[config.mk]
export PLATFORM = sky130hd
export DESIGN_NAME = apb_slave_array_flat
export DESIGN_NICKNAME = d
export VERILOG_FILES = /design/src/rtl/apb_slave_array_if.sv /design/src/rtl/apb_slave_array.sv /design/src/flat_wrapper.sv
export SDC_FILE = /design/constraint.sdc
export NUM_CORES = 2
export LEC_CHECK = 0
export BUFFER_PORTS_ARGS = -buffer_cell sky130_fd_sc_hd__buf_4
export CAP_MARGIN = 20
export CORE_AREA = 4 4 289 433
export DETAILED_ROUTE_END_ITERATION = 8
export DIE_AREA = 0 0 293 437
export GPL_TIMING_DRIVEN = 0
export PLACE_DENSITY_LB_ADDON = 0.12
export SLEW_MARGIN = 25
export SYNTH_ARGS = -nofsm -noshare
export SYNTH_HDL_FRONTEND = slang
export SYNTH_SLANG_ARGS = --single-unit
[constraint.sdc]
create_clock -name Hclk -period 5.8 [get_ports Hclk]
set_input_delay 1.16 -clock Hclk [delete_from_list [all_inputs] [get_ports Hclk]]
set_output_delay 1.16 -clock Hclk [all_outputs]
set_load 0.1 [all_outputs]
[src/rtl/apb_slave_array_if.sv]
// APB bus bundle between the bridge's APB master and the slave register array.
// Also carries the slave's saturating error counter out to the observer.
interface apb_slave_array_if #(
  parameter int NUM_SLAVES = 3,
  parameter int DATA_WIDTH = 32,
  parameter int ADDR_WIDTH = 32
);
  logic [NUM_SLAVES-1:0] Pselx;
  logic                  Penable;
  logic                  Pwrite;
  logic [ADDR_WIDTH-1:0] Paddr;
  logic [DATA_WIDTH-1:0] Pwdata;
  logic [DATA_WIDTH-1:0] Prdata;
  logic                  Pready;
  logic                  Pslverr;
  logic [7:0]            err_count;

  modport master (
    output Pselx, Penable, Pwrite, Paddr, Pwdata,
    input  Prdata, Pready, Pslverr, err_count
  );

  modport slave (
    input  Pselx, Penable, Pwrite, Paddr, Pwdata,
    output Prdata, Pready, Pslverr, err_count
  );
endinterface

[src/rtl/apb_slave_array.sv]
// Clocked APB slave terminating the bus in NUM_SLAVES word-addressed register banks,
// with programmable wait states, error response and a saturating error counter.
module apb_slave_bank #(
  parameter int DEPTH      = 16,
  parameter int DATA_WIDTH = 32,
  parameter int IW         = $clog2(DEPTH)
) (
  input  logic                  clk_i,
  input  logic                  rst_i,
  input  logic                  we_i,
  input  logic [IW-1:0]         idx_i,
  input  logic [DATA_WIDTH-1:0] wdata_i,
  output logic [DATA_WIDTH-1:0] rdata_o
);
  logic [DEPTH-1:0][DATA_WIDTH-1:0] mem_q;

  always_ff @(posedge clk_i) begin
    if (rst_i)     mem_q <= '0;
    else if (we_i) mem_q[idx_i] <= wdata_i;
  end

  assign rdata_o = mem_q[idx_i];
endmodule

module apb_slave_array #(
  parameter int NUM_SLAVES  = 3,
  parameter int DEPTH       = 16,
  parameter int DATA_WIDTH  = 32,
  parameter int ADDR_WIDTH  = 32,
  parameter int WAIT_STATES = 0
) (
  input  logic             Hclk,
  input  logic             Hreset,
  apb_slave_array_if.slave bus
);
  localparam int          IW        = $clog2(DEPTH);
  localparam logic [0:0]  S_IDLE    = 1'b0;
  localparam logic [0:0]  S_ACCESS  = 1'b1;
  localparam logic [3:0]  WAIT_INIT = 4'(WAIT_STATES);

  logic [0:0]             state_q, state_d;
  logic [NUM_SLAVES-1:0]  sel_q, sel_d;
  logic [ADDR_WIDTH-1:2]  addr_q, addr_d;
  logic                   write_q, write_d;
  logic [DATA_WIDTH-1:0]  wdata_q, wdata_d;
  logic [3:0]             wait_q, wait_d;
  logic [7:0]             errc_q, errc_d;

  logic [IW-1:0]                          idx;
  logic                                   addr_err, sel_err, xfer_err, done;
  logic [NUM_SLAVES-1:0]                  bank_we;
  logic [NUM_SLAVES-1:0][DATA_WIDTH-1:0]  bank_rdata;
  logic [DATA_WIDTH-1:0]                  rd_sel;
  logic                                   unused_addr_lsb;

  // Byte offset within the word carries no meaning for a word-addressed bank.
  assign unused_addr_lsb = ^bus.Paddr[1:0];

  assign idx      = addr_q[IW+1:2];
  assign addr_err = |addr_q[ADDR_WIDTH-1:IW+2];
  assign sel_err  = |(sel_q & (sel_q - 1'b1));
  assign xfer_err = addr_err | sel_err;

  // Completion also needs a live select so an abort can never raise Pready.
  assign done = (state_q == S_ACCESS) && (|bus.Pselx) && bus.Penable && (wait_q == '0);

  genvar g;
  generate
    for (g = 0; g < NUM_SLAVES; g++) begin : g_bank
      assign bank_we[g] = done & write_q & ~xfer_err & sel_q[g];
      apb_slave_bank #(.DEPTH(DEPTH), .DATA_WIDTH(DATA_WIDTH), .IW(IW)) u_bank (
        .clk_i   (Hclk),
        .rst_i   (Hreset),
        .we_i    (bank_we[g]),
        .idx_i   (idx),
        .wdata_i (wdata_q),
        .rdata_o (bank_rdata[g])
      );
    end
  endgenerate

  always_comb begin
    rd_sel = '0;
    for (int i = 0; i < NUM_SLAVES; i++)
      if (sel_q[i]) rd_sel = rd_sel | bank_rdata[i];
  end

  assign bus.Pready    = done;
  assign bus.Pslverr   = done & xfer_err;
  assign bus.Prdata    = (done & ~write_q & ~xfer_err) ? rd_sel : '0;
  assign bus.err_count = errc_q;

  always_comb begin
    state_d = state_q;
    sel_d   = sel_q;
    addr_d  = addr_q;
    write_d = write_q;
    wdata_d = wdata_q;
    wait_d  = wait_q;
    errc_d  = errc_q;
    case (state_q)
      S_IDLE: begin
        // Penable without a preceding setup is a protocol error and is ignored.
        if ((|bus.Pselx) && !bus.Penable) begin
          sel_d   = bus.Pselx;
          addr_d  = bus.Paddr[ADDR_WIDTH-1:2];
          write_d = bus.Pwrite;
          wdata_d = bus.Pwdata;
          wait_d  = WAIT_INIT;
          state_d = S_ACCESS;
        end
      end
      default: begin
        if (~|bus.Pselx) begin
          state_d = S_IDLE;
        end else if (bus.Penable) begin
          if (wait_q != '0) begin
            wait_d = wait_q - 4'd1;
          end else begin
            state_d = S_IDLE;
            if (xfer_err && errc_q != 8'hFF) errc_d = errc_q + 8'd1;
          end
        end
      end
    endcase
  end

  always_ff @(posedge Hclk) begin
    if (Hreset) begin
      state_q <= S_IDLE;
      sel_q   <= '0;
      addr_q  <= '0;
      write_q <= 1'b0;
      wdata_q <= '0;
      wait_q  <= '0;
      errc_q  <= '0;
    end else begin
      state_q <= state_d;
      sel_q   <= sel_d;
      addr_q  <= addr_d;
      write_q <= write_d;
      wdata_q <= wdata_d;
      wait_q  <= wait_d;
      errc_q  <= errc_d;
    end
  end
endmodule

[src/flat_wrapper.sv]
// flat-port wrapper written by rule: the top's interface ports become plain ports
module apb_slave_array_flat 
#(
  parameter int NUM_SLAVES  = 3,
  parameter int DEPTH       = 16,
  parameter int DATA_WIDTH  = 32,
  parameter int ADDR_WIDTH  = 32,
  parameter int WAIT_STATES = 0
)
  (Hclk, Hreset, bus_Pselx, bus_Penable, bus_Pwrite, bus_Paddr, bus_Pwdata, bus_Prdata, bus_Pready, bus_Pslverr, bus_err_count);
  apb_slave_array_if #(.NUM_SLAVES(NUM_SLAVES), .DATA_WIDTH(DATA_WIDTH), .ADDR_WIDTH(ADDR_WIDTH)) bus_i ();
  input  logic Hclk;
  input  logic Hreset;
  input wire logic [$bits(bus_i.Pselx)-1:0] bus_Pselx;
  input wire logic [$bits(bus_i.Penable)-1:0] bus_Penable;
  input wire logic [$bits(bus_i.Pwrite)-1:0] bus_Pwrite;
  input wire logic [$bits(bus_i.Paddr)-1:0] bus_Paddr;
  input wire logic [$bits(bus_i.Pwdata)-1:0] bus_Pwdata;
  output wire logic [$bits(bus_i.Prdata)-1:0] bus_Prdata;
  output wire logic [$bits(bus_i.Pready)-1:0] bus_Pready;
  output wire logic [$bits(bus_i.Pslverr)-1:0] bus_Pslverr;
  output wire logic [$bits(bus_i.err_count)-1:0] bus_err_count;
  assign bus_i.Pselx = bus_Pselx;
  assign bus_i.Penable = bus_Penable;
  assign bus_i.Pwrite = bus_Pwrite;
  assign bus_i.Paddr = bus_Paddr;
  assign bus_i.Pwdata = bus_Pwdata;
  assign bus_Prdata = bus_i.Prdata;
  assign bus_Pready = bus_i.Pready;
  assign bus_Pslverr = bus_i.Pslverr;
  assign bus_err_count = bus_i.err_count;
  apb_slave_array #(.NUM_SLAVES(NUM_SLAVES), .DEPTH(DEPTH), .DATA_WIDTH(DATA_WIDTH), .ADDR_WIDTH(ADDR_WIDTH), .WAIT_STATES(WAIT_STATES)) u_core (.Hclk(Hclk), .Hreset(Hreset), .bus(bus_i));
endmodule
# --- Word level (Yosys, flattened, before mapping) ---
# Cells that the tools add are included.
op_classes:
  shifts: 0
  n_eq_ne: 4
  muxes: 25
  div_mod_pow: 0
  n_addsub: 3
  multipliers: 0
  magnitude_cmp: 2
  bitwise: 16
  n_reduce_logical: 16
ops:
  columns: ["cell", "n"]
  rows:
  - ["$bwmux W512", 3]
  - ["$bmux W32 S4", 3]
  - ["$mux W32", 8]
  - ["$demux W32 S4", 1]
  - ["$or A32 B32 Y32", 2]
  - ["$reduce_or A26 Y1", 1]
  - ["$mux W4", 5]
  - ["$add A8 B1 Y8 const B", 1]
  - ["$and A1 B1 Y1", 8]
  - ["$ne A8 B8 Y1 const B", 1]
  - ["$logic_and A1 B1 Y1", 6]
  - ["$ne A2 B2 Y1 const B", 3]
  - ["$reduce_or A3 Y1", 2]
  - ["$lt A4 B5 Y1 const B", 1]
  - ["$mux W1", 5]
  - ["$reduce_and A5 Y1", 1]
  - ["$ge A4 B1 Y1 const B", 1]
  - ["$logic_not A4 Y1", 1]
  - ["$not A1 Y1", 4]
  - ["$reduce_and A4 Y1", 1]
  - ["$reduce_bool A4 Y1", 1]
  - ["$sub A4 B1 Y4 const B", 1]
  - ["$and A3 B3 Y3", 1]
  - ["$sub A3 B1 Y3 const B", 1]
  - ["4 further kinds", 4]
totals:
  latchBits: 0
  ramBits: 0
  romBits: 0
  register_bits: 1615
  word_cells: 121
  in_bits: 71
  out_inout_bits: 42
  memories: 0

# --- Longest topological paths before layout ---
logic_depth:
  ltp_word: 8
  depth_mapped: 9
  depth_no_buf: 8

# --- Modules after synthesis ---
# Synthesis repeated with hierarchy kept, for this count alone.
unflattened:
  cells_unflattened: 8525
  hier_area_um2: 73416.7
by_module_without_submodules:
  columns: ["mod", "cells_per_inst", "seq_area_each_um2", "area_each_um2", "instances"]
  rows:
  - ["apb_slave_bank", 2688, 10249.8, 23307.4, 3]
  - ["apb_slave_array", 461, 1581.5, 3494.6, 1]

# --- Worst setup path before layout ---
# No wires, ideal clock.
synth_timing:
  path_kind: "input to output"
  from: "in bus_Pselx[2]"
  to: "out bus_Prdata[10]"
  path_buffers: 3
  required_time_ns: 4.640
  path_stages: 7
  slack_ns: 0.659
  t_arrival_ns: 3.981
  path_cell_list: "or3_1 -> buf_2 -> nand4_2 -> or4_1 -> clkbuf_1 -> clkbuf_1 -> a21oi_1"
synth_between:
  elab_chain_len: 7
synth_lines:
  columns: ["item", "line_no", "rtl"]
  rows:
  - ["from (decl)", "flat_wrapper.sv:14", "input wire logic [$bits(bus_i.Pselx)-1:0] bus_Pselx;"]
  - ["$reduce_or A3 Y1", "apb_slave_array.sv:65", "assign done = (state_q == S_ACCESS) && (|bus.Pselx) && bus.Penable && (wait_q == '0);"]
  - ["$logic_and A1 B1 Y1 (3 in a row)", "apb_slave_array.sv:65", null]
  - ["$and A1 B1 Y1 (2 in a row)", "apb_slave_array.sv:90", "assign bus.Prdata = (done & ~write_q & ~xfer_err) ? rd_sel : '0;"]
  - ["$mux W32", "apb_slave_array.sv:90", null]
  - ["to (decl)", "flat_wrapper.sv:19", "output wire logic [$bits(bus_i.Prdata)-1:0] bus_Prdata;"]
# Every way passes these cells.

# --- Worst setup path after layout ---
layout_timing:
  from: "reg u_core.sel_q[1]"
  to: "out bus_Prdata[7]"
layout_between:
  elab_chain_len: 7
  elab_cells_between_ends: 10
  classes_between: "add/sub (1); mux (3); bitwise (5); reduce/logical (1)"
layout_lines:
  columns: ["item", "line_no", "rtl"]
  rows:
  - ["from (decl)", "apb_slave_array.sv:42", "logic [NUM_SLAVES-1:0] sel_q, sel_d;"]
  - ["from (signal assigned)", "apb_slave_array.sv:139", "sel_q <= sel_d;"]
  - ["$sub A3 B1 Y3", "apb_slave_array.sv:61", "assign sel_err = |(sel_q & (sel_q - 1'b1));"]
  - ["$and A3 B3 Y3", "apb_slave_array.sv:61", null]
  - ["$reduce_or A3 Y1", "apb_slave_array.sv:61", null]
  - ["$or A1 B1 Y1", "apb_slave_array.sv:62", "assign xfer_err = addr_err | sel_err;"]
  - ["$not A1 Y1", "apb_slave_array.sv:90", null]
  - ["$and A1 B1 Y1", "apb_slave_array.sv:90", null]
  - ["$mux W32 *", "apb_slave_array.sv:90", null]
# Mark *: on every way between the ends. The rest lies on a longest branch, timed or not.

==> qor.txt <==
Mapped cell area: 0.0736 mm²
Required @ worst endpoint: 4.64 ns
Start of the worst register-to-register path: u_core.addr_q[3]$_SDFFE_PP0P_
Share of cells above drive strength 1: 14.5%
Power Total: 23.2 mW
Setup Slack @ Placement: -0.781 ns
Clock sinks: 1,615
CTS Root Cell: clkbuf_16
# Post-CTS Setup Buffers: 0
Die height: 437 µm
Clock transition at the registers of the reported paths: 0.06 ns
CTS tree: yes
Later-pin clock latency in the skew report: 0.80 ns
Fin util: 67.6%
Hold_buf cts: 0
Static Leak: 37.6 nW
Crit start category: flip-flop
First-pass GRT wire length: 365 mm
Slew margin rel.: 15.4%
All-Layer GR Usage: 38.8%
PD cells: 282 mW/mm²
Clock Skews: 0.0266 ns
Register bit total from synthesis: 1,615
Initial antenna violation count: 14
# IOs: 113
# rows: 157
Peak VDD IR: 0.335 mV
Syn Inst Count: 6,537
Failing checks: negative setup slack
Register area share after synthesis: 43.9%
RSZ-0062 raised after global routing: true
Final worst path period share: 102%
Vias: 53.2k
Max Freq: 0.169 GHz
P&R area growth vs syn: 11.7%
Actual slew at the worst max-slew pin: 1.27 ns
GRT overflow: 0
Routed WL: 254 mm
H-tree levels: 4
Die Width: 293 µm
Drt pass-1 iters: 6
Final min period: 5.93 ns
Setup crit start: u_core.sel_q[1]$_SDFFE_PP0P_
Nets: 6,879
Crit-path max FO: 10
Ranking of synthesized cells by area: dfxtp_1, mux2i_1, nand2b_1
Initial Util: 60.6%
DR DRC count: 0
Critical path endpoint category: output port
Largest area contributor in the netlist: dfxtp_1
Status: finished with violations
Slew Viols, Final: 0
Fin cells: 8,515
WS Path Type: flip-flop to output port
Crit path DAT: 4.77 ns
Synthesized area per cell: 11.3 µm²
TritonCTS Buffers: 150
Final WS setup: -0.126 ns
Final GP Congestion: 1.00
Final hold violation count: 0
Vias in the first global route: 54.7k
Hold path startpoint: u_core.addr_q[16]$_SDFFE_PP0P_
Largest net degree at the start of global routing: 20
DIE AREA: 0.128 mm²
DR vias/cell: 6.24
Post-synthesis cell type count: 43
Routed Antenna Nets: 0
# port buffers: 109
Max-Cap Viols: 0
Synth warn: 0
DR WL/cell: 29.8 µm
Share of the synthesized area in the top cell type: 43.9%
Most frequent cells in the layout: mux2i_1, dfxtp_1, nand2b_1
Syn nets: 6,610
Placed cell count: 8,245
Setup TNS Final: -1.01 ns
Commonest non-fill, non-tap cell in the layout: mux2i_1
DR iter-0 viols: 5,136
HPWL after detailed placement: 183 mm
Core area: 0.122 mm²
Worst min path class: flip-flop to flip-flop
Clock buffer depth: 3
Final setup vio count: 18
-- synthesized netlist by cell type, drive strengths merged --
cell type,count
nor3,7
a22o,127
xor2,2
nand3,42
nand2,172
nor2b,7
a22oi,64
or3,4
and3,7
clkbuf,439
nand2b,1568
o21a,1
a221oi,63
a21oi,108
or4,4
nor3b,1
o31ai,5
o21bai,2
nand3b,1
and2,3
dfxtp,1615
nor4,9
nand4,15
mux2i,1660
nor2,8
mux4,322
ha,2
a31oi,1
a211oi,2
mux2,1
inv,8
buf,232
o21ai,35
-- state kept, by name, indices dropped and copies added, names as in the netlist --
signal	count
u_core.addr_q	30
u_core.bus.err_count	8
u_core.g_bank.u_bank.mem_q	1536
u_core.sel_q	3
u_core.state_q	1
u_core.wait_q	4
u_core.wdata_q	32
u_core.write_q	1
-- layout make-up --
cell class | instances | area [µm²]
fillers | 9381 | 39400
multi-input cells | 4243 | 38700
flip-flops and latches | 1615 | 32300
clock buffers | 214 | 4460
plain buffers | 670 | 3150
well taps | 1590 | 1990
repair buffers | 118 | 866
clock inverters | 51 | 713
inverters | 8 | 30.0
diodes | 6 | 15.0
-- cells by family after synthesis --
kind of cell	share of synthesized area, %
adders and majority gates	0.0340
muxes	32.4
buffers and inverters	4.06
AOI/OAI and AO/OA	4.00
DFF	43.9
and+or+nand+nor	15.5
xor gates and xnor gates	0.0238
-- metrics by stage --
stage / instance area (µm²) / hold slack, ns
2_1_floorplan: 73600 / 0.436
3_3_place_gp: 76400 / 0.443
3_5_place_dp: 76500 / 0.447
4_1_cts: 82200 / 0.456
5_1_grt: 82200 / 0.477
6_report: 82200 / 0.456
-- critical path, cell delays in order (launching register included) --
cell and delay (ns):
dfxtp_1 0.88, nor2b_1 0.92, clkbuf_1 0.69, a221oi_1 0.25
buf_2 0.25, a21oi_1 0.55, buf_4 0.41
-- power by group --
group / leakage, nW / switching, mW / internal, mW
logic: 22.0 / 0.998 / 0.473
clock network: 2.54 / 4.50 / 6.11
registers: 13.0 / 0.0275 / 11.1
-- timing repair --
action                     4_1_cts  5_1_grt
setup endpoints to repair       32       15
resized for setup               98       21
pin swaps                        2        8
-- per-layer routing --
metal / vias to the layer above / part of all wire, % / global-route usage, %
met3: 848 / 7.0 / 7.66
li1: 23300 / - / -
met5: - / 0.028 / 0
met1: 26700 / 37 / 44.6
met4: 10 / 11 / 34.3
met2: 2265 / 46 / 61.6
-- path summary, 6_finish.rpt --
path / endpoint / slack [ns] / cells past startpoint
max reg2reg: u_core.g_bank[1].u_bank.mem_q[240]$_SDFFE_PP0P_ / 1.77 / 7
min reg2reg: u_core.addr_q[16]$_SDFFE_PP0P_ / 0.46 / 2
min: u_core.addr_q[16]$_SDFFE_PP0P_ / 0.46 / 2
max: bus_Prdata[7] / -0.13 / 6
No activity file was read; power rests on OpenSTA's default activity.
